==> src/rtl/riscv_pkg.sv <==
// Shared RV32 definitions for the fetch stage and the decode/control unit.
package riscv_pkg;

  localparam logic [31:0] NOP_INSTR = 32'h0000_0013;

  localparam logic [6:0] OPC_RTYPE  = 7'b0110011;
  localparam logic [6:0] OPC_ITYPE  = 7'b0010011;
  localparam logic [6:0] OPC_LOAD   = 7'b0000011;
  localparam logic [6:0] OPC_STORE  = 7'b0100011;
  localparam logic [6:0] OPC_BRANCH = 7'b1100011;
  localparam logic [6:0] OPC_JAL    = 7'b1101111;
  localparam logic [6:0] OPC_JALR   = 7'b1100111;

  typedef enum logic [2:0] {IDLE, REQ, WAIT, HOLD, DRAIN} ifetch_state_t;

  typedef struct packed {
    logic [6:0] funct7;
    logic [2:0] funct3;
    logic [6:0] opcode;
  } instr_fields_t;

  function automatic instr_fields_t split_fields(input logic [31:0] instr);
    instr_fields_t f;
    f.funct7 = instr[31:25];
    f.funct3 = instr[14:12];
    f.opcode = instr[6:0];
    return f;
  endfunction

endpackage

==> src/rtl/ifetch_unit_if.sv <==
// Fetch-stage bus: imem req/gnt/rvalid, execute redirect, and the valid/ready link to decode.
interface ifetch_unit_if #(parameter int XLEN = 32);
  logic            imem_req;
  logic [XLEN-1:0] imem_addr;
  logic            imem_gnt;
  logic            imem_rvalid;
  logic [31:0]     imem_rdata;
  logic            redirect_valid;
  logic [XLEN-1:0] redirect_pc;
  logic            id_valid;
  logic            id_ready;
  logic [XLEN-1:0] id_pc;
  logic [31:0]     id_instr;
  logic [6:0]      opcode;
  logic [2:0]      funct3;
  logic [6:0]      funct7;

  modport master (
    output imem_req, imem_addr, id_valid, id_pc, id_instr, opcode, funct3, funct7,
    input  imem_gnt, imem_rvalid, imem_rdata, redirect_valid, redirect_pc, id_ready
  );

  modport slave (
    input  imem_req, imem_addr, id_valid, id_pc, id_instr, opcode, funct3, funct7,
    output imem_gnt, imem_rvalid, imem_rdata, redirect_valid, redirect_pc, id_ready
  );
endinterface

==> src/rtl/ifetch_pc_reg.sv <==
// Program counter: reset load, redirect load (word aligned) and modulo +4 step.
module ifetch_pc_reg #(
  parameter int              XLEN     = 32,
  parameter logic [XLEN-1:0] RESET_PC = '0
) (
  input  logic            clk,
  input  logic            rst,
  input  logic            load,
  input  logic [XLEN-1:0] load_pc,
  input  logic            inc,
  output logic [XLEN-1:0] pc
);

  always_ff @(posedge clk or posedge rst) begin
    if (rst)       pc <= RESET_PC;
    else if (load) pc <= {load_pc[XLEN-1:2], 2'b00};
    else if (inc)  pc <= pc + XLEN'(4);
  end

endmodule

==> src/rtl/ifetch_unit.sv <==
// Instruction fetch: one outstanding imem request, held result to decode, redirect with drain.
module ifetch_unit #(
  parameter int              XLEN      = 32,
  parameter logic [XLEN-1:0] RESET_PC  = '0,
  parameter logic [31:0]     NOP_INSTR = riscv_pkg::NOP_INSTR
) (
  input logic           clk,
  input logic           rst,
  ifetch_unit_if.master bus
);
  import riscv_pkg::*;

  ifetch_state_t   state, state_nxt;
  logic [XLEN-1:0] pc;
  logic [XLEN-1:0] id_pc_q;
  logic [31:0]     id_instr_q;
  logic            redir;
  logic            fetch_done;
  instr_fields_t   fields;

  assign redir      = bus.redirect_valid;
  assign fetch_done = (state == WAIT) && bus.imem_rvalid && !redir;

  ifetch_pc_reg #(.XLEN(XLEN), .RESET_PC(RESET_PC)) u_pc (
    .clk     (clk),
    .rst     (rst),
    .load    (redir),
    .load_pc (bus.redirect_pc),
    .inc     (fetch_done),
    .pc      (pc)
  );

  always_ff @(posedge clk or posedge rst) begin
    if (rst) state <= IDLE;
    else     state <= state_nxt;
  end

  // Redirect only picks the target state; the PC load happens in u_pc.
  // In DRAIN a response arriving with a redirect still retires the orphan,
  // otherwise the unit would wait for a response that never comes.
  always_comb begin
    state_nxt = state;
    unique case (state)
      IDLE:  state_nxt = REQ;
      REQ:   if (bus.imem_gnt) state_nxt = redir ? DRAIN : WAIT;
      WAIT:  if (bus.imem_rvalid) state_nxt = redir ? REQ : HOLD;
             else if (redir)      state_nxt = DRAIN;
      HOLD:  if (redir || bus.id_ready) state_nxt = REQ;
      DRAIN: if (bus.imem_rvalid) state_nxt = REQ;
      default: state_nxt = IDLE;
    endcase
  end

  always_comb begin
    bus.imem_req  = (state == REQ);
    bus.id_valid  = (state == HOLD);
    bus.imem_addr = pc;
    bus.id_pc     = id_pc_q;
    bus.id_instr  = id_instr_q;
    fields        = split_fields(id_instr_q);
    bus.opcode    = fields.opcode;
    bus.funct3    = fields.funct3;
    bus.funct7    = fields.funct7;
  end

  always_ff @(posedge clk or posedge rst) begin
    if (rst) begin
      id_instr_q <= NOP_INSTR;
      id_pc_q    <= RESET_PC;
    end else if (redir) begin
      id_instr_q <= NOP_INSTR;
    end else if (fetch_done) begin
      id_instr_q <= bus.imem_rdata;
      id_pc_q    <= pc;
    end
  end

endmodule
==> src/flat_wrapper.sv <==
// flat-port wrapper written by rule: the top's interface ports become plain ports
module ifetch_unit_flat import riscv_pkg::*;
#(
  parameter int              XLEN      = 32,
  parameter logic [XLEN-1:0] RESET_PC  = '0,
  parameter logic [31:0]     NOP_INSTR = riscv_pkg::NOP_INSTR
)
  (clk, rst, bus_imem_req, bus_imem_addr, bus_id_valid, bus_id_pc, bus_id_instr, bus_opcode, bus_funct3, bus_funct7, bus_imem_gnt, bus_imem_rvalid, bus_imem_rdata, bus_redirect_valid, bus_redirect_pc, bus_id_ready);
  ifetch_unit_if #(.XLEN(XLEN)) bus_i ();
  input logic clk;
  input logic rst;
  output wire logic [$bits(bus_i.imem_req)-1:0] bus_imem_req;
  output wire logic [$bits(bus_i.imem_addr)-1:0] bus_imem_addr;
  output wire logic [$bits(bus_i.id_valid)-1:0] bus_id_valid;
  output wire logic [$bits(bus_i.id_pc)-1:0] bus_id_pc;
  output wire logic [$bits(bus_i.id_instr)-1:0] bus_id_instr;
  output wire logic [$bits(bus_i.opcode)-1:0] bus_opcode;
  output wire logic [$bits(bus_i.funct3)-1:0] bus_funct3;
  output wire logic [$bits(bus_i.funct7)-1:0] bus_funct7;
  input wire logic [$bits(bus_i.imem_gnt)-1:0] bus_imem_gnt;
  input wire logic [$bits(bus_i.imem_rvalid)-1:0] bus_imem_rvalid;
  input wire logic [$bits(bus_i.imem_rdata)-1:0] bus_imem_rdata;
  input wire logic [$bits(bus_i.redirect_valid)-1:0] bus_redirect_valid;
  input wire logic [$bits(bus_i.redirect_pc)-1:0] bus_redirect_pc;
  input wire logic [$bits(bus_i.id_ready)-1:0] bus_id_ready;
  assign bus_imem_req = bus_i.imem_req;
  assign bus_imem_addr = bus_i.imem_addr;
  assign bus_id_valid = bus_i.id_valid;
  assign bus_id_pc = bus_i.id_pc;
  assign bus_id_instr = bus_i.id_instr;
  assign bus_opcode = bus_i.opcode;
  assign bus_funct3 = bus_i.funct3;
  assign bus_funct7 = bus_i.funct7;
  assign bus_i.imem_gnt = bus_imem_gnt;
  assign bus_i.imem_rvalid = bus_imem_rvalid;
  assign bus_i.imem_rdata = bus_imem_rdata;
  assign bus_i.redirect_valid = bus_redirect_valid;
  assign bus_i.redirect_pc = bus_redirect_pc;
  assign bus_i.id_ready = bus_id_ready;
  ifetch_unit #(.XLEN(XLEN), .RESET_PC(RESET_PC), .NOP_INSTR(NOP_INSTR)) u_core (.clk(clk), .rst(rst), .bus(bus_i));
endmodule
==> config.mk <==
export PLATFORM = sky130hd
export DESIGN_NAME = ifetch_unit_flat
export DESIGN_NICKNAME = d
export VERILOG_FILES = /design/src/rtl/riscv_pkg.sv /design/src/rtl/ifetch_unit_if.sv /design/src/rtl/ifetch_pc_reg.sv /design/src/rtl/ifetch_unit.sv /design/src/flat_wrapper.sv
export SDC_FILE = /design/constraint.sdc
export NUM_CORES = 1
export LEC_CHECK = 0
export ABC_AREA = 1
export CAP_MARGIN = 20
export CORE_MARGIN = 4
export CORE_UTILIZATION = 35
export DETAILED_ROUTE_END_ITERATION = 10
export PLACE_DENSITY = 0.62
export SLEW_MARGIN = 10
export SYNTH_ARGS = -nofsm -noshare
export SYNTH_HDL_FRONTEND = slang
export SYNTH_SLANG_ARGS = --single-unit
==> constraint.sdc <==
create_clock -name clk -period 3.4 [get_ports clk]
set_input_delay 0.51 -clock clk [delete_from_list [all_inputs] [get_ports clk]]
set_output_delay 0.51 -clock clk [all_outputs]
set_load 0.01 [all_outputs]
; Word-level counts from Yosys, hierarchy flattened
; Cells that the tools add are included.
[word_totals]
memories = 0
latch_bits = 0
output_inout_bits = 115
rom_bits = 0
wordCells = 34
mem_bits_rw = 0
regBits = 99
[classes]
shifts = 0
reduce_logical = 8
bitwise = 1
magnitude_cmp = 0
div_mod_pow = 0
mux = 12
eq_ne = 8
addsub = 1
multipliers = 0
[op_table]
columns = operator, n
row1 = $mux W32, 4
row2 = $add A32 B3 Y32 const B, 1
row3 = $mux W3, 6
row4 = $pmux W3 S5, 1
row5 = $eq A3 B2 Y1 const B, 2
row6 = $ne A2 B1 Y1 const B, 2
row7 = $reduce_and A4 Y1, 1
row8 = $eq A3 B1 Y1 const B, 1
row9 = $eq A3 B3 Y1 const B, 1
row10 = $logic_not A3 Y1, 1
row11 = $ne A3 B3 Y1 const B, 1
row12 = $logic_and A1 B1 Y1, 2
row13 = $mux W2, 1
row14 = $ne A2 B2 Y1 const B, 1
row15 = $reduce_and A2 Y1, 1
row16 = $reduce_bool A2 Y1, 1
row17 = $logic_not A1 Y1, 1
row18 = $logic_or A1 B1 Y1, 1
row19 = $not A1 Y1, 1

; Logic depth before layout (Yosys ltp)
[depth]
ltp_word = 5
depth_mapped = 11
depth_no_buf = 10

; By module
; Synthesis repeated with hierarchy kept, for this count alone.
[hier_totals]
hier_cells = 643
area_unflattened_um2 = 5033.6
[by_module_without_submodules]
columns = mod, n_inst, cells_each, area_each_um2
row1 = ifetch_unit, 1, 336, 2909.0
row2 = ifetch_pc_reg, 1, 307, 2124.5

; Worst setup path after synthesis
; No wires, ideal clock.
[synth_timing]
path_type = reg2reg
start = register u_core.u_pc.pc[3]
end = register u_core.u_pc.pc[26]
arrival_time_ns = 1.463
t_required_ns = 3.284
path_slack_ns = 1.820
path_buffers = 0
path_stages_with_launch = 11
path_cell_list = dfrtp_1 ha_1 nand2_1 nor2_1 nand2_1 nor2_1 nand2_1 nand2_1 nand3_1 nand2_1 nand2_1
[synth_between]
elab_chain_cells = 3
[synth_rtl]
columns = item, line
row1 = from (decl), ifetch_pc_reg.sv:11  ; output logic [XLEN-1:0] pc
row2 = from (signal assigned), ifetch_pc_reg.sv:16  ; else if (load) pc <= {load_pc[XLEN-1:2], 2'b00};
row3 = from (signal assigned), ifetch_pc_reg.sv:17  ; else if (inc) pc <= pc + XLEN'(4);
row4 = $add A32 B3 Y32, ifetch_pc_reg.sv:17
row5 = $mux W32, ifetch_pc_reg.sv:17
row6 = $mux W32, ifetch_pc_reg.sv:16
; Every way passes these cells. The select of a mux whose other input is x is not followed.
; A chain may end at the register's enable or synchronous reset.

; Final worst setup path
[layout_timing]
start = input bus_imem_rvalid
end = register u_core.u_pc.pc[7]
[layout_between]
elab_chain_cells = 3
[layout_rtl]
columns = item, line
row1 = from (decl), flat_wrapper.sv:21  ; input wire logic [$bits(bus_i.imem_rvalid)-1:0] bus_imem_rvalid;
row2 = $logic_and A1 B1 Y1 (2 in series), ifetch_unit.sv:22  ; assign fetch_done = (state == WAIT) && bus.imem_rvalid && !redir;
row3 = $reduce_bool A2 Y1 (no source line), n/a
; Every way passes these cells.

==> metrics.txt <==
Final min period roughly 2400 ps; synthesis-stage register bit count 95; Switch Pwr 1.418 mW; initial antenna violation count 0; core area 13,400 sq um; WL per Instance 15.70 microns; largest net degree at the start of global routing 60; io pins 185; CTS tree yes; Yosys top cell by area dfrtp_1; status finished clean; syn_area_per_cell 7.922 sq um; Net Sw Frac 33.27%; # DRC 0; clk_lat worst skew 350 ps; Int Pwr 2.843 mW; Tcrit/Tclk final between 70% and 80%; CTS Sinks 95; Worst Setup Start Kind input port; worst hold endpoint u_core.bus.id_pc[29]; worst r2r src u_core.state[0]; Antenna Cells 0; fill cell count 1,317; RSZ-0062 raised after global routing false; share of layout cells above drive strength 1 4.954%; routed vias/inst around 5; MaxCap Viol Count 0; crit path kind input port to flip-flop; Initial Utilization 36.06%; P_leak 3.155 nW; sequential area share after synthesis about 49%; Combinational Power Share 35.5%; Max Slew Vio Count 0; die height 125.5 microns; R2R Setup Slk between 1000 and 1500 ps; DR iter-0 viols between 200 and 300; top cells by area, synth dfrtp_1 48%, nand2_1 14%, nor2_1 6.0%, a22o_1 5.3%, o21ai_0 4.1%; CP peak stage delay roughly 840 ps; Worst R2R End u_core.u_pc.pc[7]; Post-CTS Setup Repair Bufs 0; TNS Setup 0 ps; die area roughly 16,000 sq um; Final ANT Viol Nets 0; Req. time, crit path 3670 ps; worst-case reg-to-reg path depth 8; first-pass GRT wire length between 20,000 and 25,000 microns; TritonRoute pass-1 iters 4; hold-fix buffer count after cts 0; Area Overhead vs Synth 43.29%; Pwr per Cell Area around 620 nW/um^2; DR vias ~4,600; Reg power frac 38.7%; Final Skew 7.788 ps; die width 125.5 microns; # nets final 833; part of the power in the clock network 25.8%; placed cell area between 6000 and 7000 sq um; Synth Cell Area 4832 sq um; Hold Path Stages 2; final core utilization 51.67%; Setup WS pre-CTS approximately 620 ps; final WL between 10,000 and 15,000 microns; clock root cell clkbuf_16; IO Port Bufs 178; Critical Path, Cell by Cell clkdlybuf4s50_1, nand2_1, nor2_4, inv_2, nand2_4, inv_2, a21oi_1, a21oi_1; fin cells 943; deepest clock path buffer count 2; placer congestion estimate between 0.8 and 0.9; vias in the first global route ~4,700; Slew @ Worst Pin 1102 ps; critical path capture point type flip-flop; final count of hold timing violations 0; Worst Slack Setup Final between 900 and 1000 ps; Hold Crit Class flip-flop to flip-flop; design area 6924 sq um; power consumption 4.261 mW; Num CTS Buffers 9; num rows 42; Hold Crit Start u_core.bus.id_pc[29]; Final Hold Slack 491.5 ps; dpl hpwl 10,690 microns; Max-slew headroom 26.45%; total track usage 18.62%; post-CTS resize count 0; number of H-tree levels 3; slowest stage cell, crit path inv_2; setup violators final 0; Synth Instances 610; yosys warns 0; Synth top area share 47.64%; Congestion Overflow GR 0; CP arrival about 2700 ps; crit path max fanout 59; FMAX 0.4122 GHz; VDD IR max 0.0002964 V; placed insts 927; Cell variety after synth 29; CTS clk-pin slew, worst paths about 60 ps
==> layer usage <==
| metal | up-vias | part of all wire [%] | track usage (%) |
|---|---|---|---|
| met1 | 2157 | 46 | 24.72 |
| met4 | 0 | 2.1 | 6.952 |
| met3 | 19 | 5.9 | 3.966 |
| met2 | 155 | 46 | 29.99 |
| met5 | - | 0 | 0 |
| li1 | 2252 | - | - |
==> layout make-up <==
type                            instances  area, sq um  area share, %
Inverter                               48        182.7          2.638
Multi-Input combinational cell        424         1981          28.60
Timing Repair Buffer                  184         1839          26.56
Clock inverter                          7        95.09          1.373
Clock buffer                            9        225.2          3.253
Tap cell                              176        220.2          3.180
Sequential cell                        95         2381          34.39
==> worst max path at each step <==
stage,from,to,slack (ps)
6_report,bus_imem_rvalid,u_core.u_pc.pc[7],970
5_1_grt,bus_imem_rvalid,u_core.u_pc.pc[31],840
4_1_cts,bus_imem_rvalid,u_core.u_pc.pc[7],970
3_5_place_dp,bus_imem_rvalid,u_core.u_pc.pc[7],620
3_3_place_gp,bus_imem_rvalid,u_core.u_pc.pc[30],630
2_1_floorplan,rst,u_core.bus.id_instr[10],420
==> critical path: cells and delay by family <==
kind | cells | cell delay (ps)
AOI/OAI and AO/OA | 2 | 280
and+or+nand+nor | 3 | 390
buffers and inverters | 3 | 1500
==> synthesized netlist by cell type <==
master      n
a211oi_1    1
a21oi_1    12
a21oi_2     3
a22o_1     29
a31oi_1     2
and2_1      3
buf_2      13
buf_4      24
buf_6       3
clkbuf_1    6
conb_1      1
dfrtp_1    92
dfstp_2     3
ha_1        1
inv_1      45
inv_2       3
nand2_1   186
nand2_2     2
nand2_4     1
nand3_1    39
nand3b_1    1
nor2_1     77
nor2_2      1
nor2_4      2
nor3_1      7
o211ai_1    6
o21ai_0    40
o22a_1      3
o22ai_1     4
==> power by group through the flow <==
stage / registers, mW / clock network [mW] / logic [mW]
CTS: 1.65 / 1.13 / 1.53
floorplan: 1.75 / 0 / 0.605
detailed placement: 1.67 / 0 / 1.52
global placement: 1.66 / 0 / 1.51
finish: 1.65 / 1.10 / 1.51
global route: 1.70 / 1.18 / 1.67
==> registers in the layout, indices dropped and copies added (netlist names) <==
| register | flops |
|---|---|
| u_core.u_pc.pc | 30 |
| u_core.bus.id_pc | 30 |
| u_core.state | 3 |
| u_core.bus.id_instr | 32 |
==> layout by cell type (no fill, tap or decap), drive strengths merged, types with 2 or more instances in the layout <==
cell type / netlist / layout
nor3: 7 / 7
o21ai: 40 / 40
clkinv: 0 / 2
clkdlybuf4s50: 0 / 178
dfrtp: 92 / 92
nand3: 39 / 39
a31oi: 2 / 2
buf: 40 / 6
o22ai: 4 / 4
bufinv: 0 / 2
dfstp: 3 / 3
nor2: 80 / 80
inv: 48 / 50
clkbuf: 6 / 9
a21oi: 15 / 15
conb: 1 / 4
and2: 3 / 3
o211ai: 6 / 6
a22o: 29 / 29
o22a: 3 / 3
nand2: 189 / 189
==> logic make-up after synthesis <==
| logic type | after synthesis | synth area share (%) |
|---|---|---|
| other | 1 | 0.07761 |
| AND/OR/NAND/NOR | 319 | 26.83 |
| buffers and inverters | 94 | 9.969 |
| AO/OA/AOI/OAI | 100 | 13.59 |
| flip-flops | 95 | 49.28 |
| adder cells (fa/ha/maj) | 1 | 0.2589 |
(Power assumes the default switching activity.)
==> patch, RTL diff (same flow settings) <==
`XLEN` is set to 32 in 4 places; all go to 40.
--- a/src/rtl/ifetch_unit_if.sv
+++ b/src/rtl/ifetch_unit_if.sv
@@ -1,3 +1,3 @@
 // Fetch-stage bus: imem req/gnt/rvalid, execute redirect, and the valid/ready link to decode.
-interface ifetch_unit_if #(parameter int XLEN = 32);
+interface ifetch_unit_if #(parameter int XLEN = 40);
   logic            imem_req;
--- a/src/rtl/ifetch_pc_reg.sv
+++ b/src/rtl/ifetch_pc_reg.sv
@@ -2,3 +2,3 @@
 module ifetch_pc_reg #(
-  parameter int              XLEN     = 32,
+  parameter int              XLEN     = 40,
   parameter logic [XLEN-1:0] RESET_PC = '0
--- a/src/rtl/ifetch_unit.sv
+++ b/src/rtl/ifetch_unit.sv
@@ -2,3 +2,3 @@
 module ifetch_unit #(
-  parameter int              XLEN      = 32,
+  parameter int              XLEN      = 40,
   parameter logic [XLEN-1:0] RESET_PC  = '0,
--- a/src/flat_wrapper.sv
+++ b/src/flat_wrapper.sv
@@ -3,3 +3,3 @@
 #(
-  parameter int              XLEN      = 32,
+  parameter int              XLEN      = 40,
   parameter logic [XLEN-1:0] RESET_PC  = '0,
Interface: changed (resized bus_id_pc, bus_imem_addr and bus_redirect_pc); port bits go from 185 to 209. The function was not compared with the original's and may differ.
==> patch against the original RTL <==
Power up 12%; cell area up 18%; combinational power up 21%; clock skew up 0.0034 ns; wire length up 23%; sequential power up 17%; largest cell class unchanged; sequential cell count up 16; die area up 17%; worst setup slack better by 0.24 ns; sequential share of layout area down 0.36 points; area after synthesis up 19%; critical path type is now flop to output pin; global-route usage up 1.3 points; largest power group unchanged.
==> patch: results (changes against the original RTL) <==
----------------------------------------------------
[Clocking]
  Clock transition at the registers of the reported paths ... 0.07 ns
  Later-pin clock latency in the skew report ... around 0.36 ns
  Post-CTS setup-driven buffer insertion count ... 0 (unchanged)
  Maximum count of clock buffers along a single path ... 2 (unchanged)
  Clock root buffer master ... sky130_fd_sc_hd__clkbuf_16
  Total clock buffers created by CTS ... 9 (unchanged)
  H-Tree Depth ... 3 (unchanged)
  Number of resized instances in the post-cts repair step ... 0 (unchanged)

[Final layout]
  Number of nets at the end of the flow ... 1003 (+20%)
  Share of layout cells above drive strength 1 ... 4.521% (-0.43 points)
  Filler cell count in the final layout ... 1579 (+20%)

[Worst setup path]
  Critical-path maximum fanout ... 4 (-93%)
  Crit-path max cell delay ... 0.58 ns (-0.26 ns)
  Cell with the largest stage delay on the worst path ... sky130_fd_sc_hd__clkdlybuf4s50_1
  CP arrival ... 1.67 ns (-1.03 ns)
  Largest delay share family, worst path ... buffers and inverters

[Timing]
  Worst Clk Skew ... 0.01120 ns (+0.003414 ns)
  Worst Tran Pin Value ... 0.7840 ns (-0.3176 ns)

[Place]
  Final estimated routing congestion in global placement ... 0.8480 (+0.49%)
  Count of port buffers added during placement ... 202 (+13%)
  Placed inst area ... 7891 sq um (+19%)
  Half-perimeter wire length after detailed placement ... 13.62 mm (+27%)

[Global routing]
  Via count of the first global-routing pass ... 5388 (+15%)
  Maximum number of pins on one net before global-route repair ... 58 (-3.3%)
  Initial antenna violation count ... 1 (+1)
  GRT Util Overall ... 19.93% (+1.3 points)
  First-pass GRT wire length ... 28.88 mm (+20%)

[Synth]
  Top_reg_cell synth ... sky130_fd_sc_hd__dfrtp_1
  Yosys warnings ... 0 (unchanged)
  Sequential element share of the synthesized area ... 48.52% (-0.76 points)
  Asr flop ratio synth ... 100.0% (unchanged)
  Count of distinct cell types in the synthesized netlist ... 30 (+3.4%)
  Leading post-synthesis cells by instance count ... sky130_fd_sc_hd__nand2_1 (213), sky130_fd_sc_hd__dfrtp_1 (108), sky130_fd_sc_hd__nor2_1 (99)
  Largest cells by area after synthesis ... sky130_fd_sc_hd__dfrtp_1 (47%), sky130_fd_sc_hd__nand2_1 (14%), sky130_fd_sc_hd__nor2_1 (6.5%)

[Route]
  Vias per cell ... 4.792 (-1.4%)
  Number of DRC markers in iteration 0 ... 411 (+57%)
  Routed length per placed instance ... 15.86 um (+1.0%)
  Length of the first detailed-routing pass in iterations ... 6 (+2)

[Power]
  Power consumption ... 0.004783 W (+12%)
  Leakage ... 3.738 nW (+18%)
  Peak supply drop ... 0.3343 mV (+13%)

[Min path]
  Type of the most critical hold path ... flop to flop

[Run status]
  Status ... complete, no violations

----------------------------------------------------
## patch: cell count changes after synthesis, sizes merged, moves of 4 or more
cell	before	now
o22ai	4	0
nor2	80	101
nand4	0	5
nand2	189	214
o21ai	40	60
nand3	39	59
clkbuf	6	12
inv	48	72
dfrtp	92	108
o211ai	6	10
## patch: tightest hold or removal path, delay by kind of cell (launching register included)
family | cells | cell delay, ns
DFF | 1 | 0.36
and+or+nand+nor | 2 | 0.10
## patch: metal layers
metal	up-vias	share of wire, %	GRT usage [%]
li1	2755	-	-
met1	2558	45	27.67
met2	157	47	30.61
met3	22	5.9	3.812
met4	0	2.0	8.287
met5	-	0	0
## patch: cell type report
type	count	area [sq um]	area share, %
Sequential cell	111	2781	34.03
Inverter	72	274.0	3.352
Antenna cell	1	2.502	0.03061
Timing Repair Buffer	216	2177	26.63
Clock buffer	9	225.2	2.755
Multi-Input combinational cell	514	2389	29.22
Clock inverter	7	55.05	0.6735
Tap cell	216	270.3	3.306
## patch: worst paths after layout
kind,to,cells after the start,slack [ns],start
max in group asynchronous,u_core.bus.id_instr[0]$_DFFE_PP1P_,4,1.95,rst
min in group asynchronous,u_core.bus.id_instr[12]$_DFFE_PP0P_,2,0.58,rst
worst max register to register,u_core.u_pc.pc[16]$_DFFE_PP0P_,10,1.32,u_core.u_pc.pc[2]$_DFFE_PP0P_
worst min register to register,u_core.bus.id_pc[14]$_DFFE_PP0P_,2,0.49,u_core.bus.id_pc[14]$_DFFE_PP0P_
worst max-delay path,bus_id_valid,3,1.22,u_core.state[0]$_DFFE_PP0P_
worst min-delay path,u_core.bus.id_pc[14]$_DFFE_PP0P_,2,0.49,u_core.bus.id_pc[14]$_DFFE_PP0P_
## patch: through the flow
stage / util [%] / cells / setup slack, ns
floorplan: - / 748 / 1.549
global placement: 49.50 / 1129 / 0.9682
detailed placement: 49.50 / 1129 / 0.9813
CTS: 51.26 / 1145 / 1.192
global route: 51.27 / 1146 / 1.054
finish: 51.27 / 1146 / 1.216
## patch: cells by family (layout without fill, tap and decap cells)
| group | after synthesis | in the layout | share of synthesized area, % |
|---|---|---|---|
| buffers and inverters | 123 | 304 | 10.15 |
| other | 1 | 5 | 0.06541 |
| AOI/OAI and AO/OA | 125 | 125 | 13.68 |
| DFF | 111 | 111 | 48.52 |
| and+or+nand+nor | 384 | 384 | 27.37 |
| adders and majority gates | 1 | 1 | 0.2182 |
## patch: report_power, final
| part | leakage [nW] | switching [W] | internal [W] |
|---|---|---|---|
| sequential | 1.38 | 0.000275 | 0.00166 |
| clock | 0.133 | 0.000525 | 0.000506 |
| combinational | 2.22 | 0.000875 | 0.000944 |
| total | 3.74 | 0.00167 | 0.00311 |
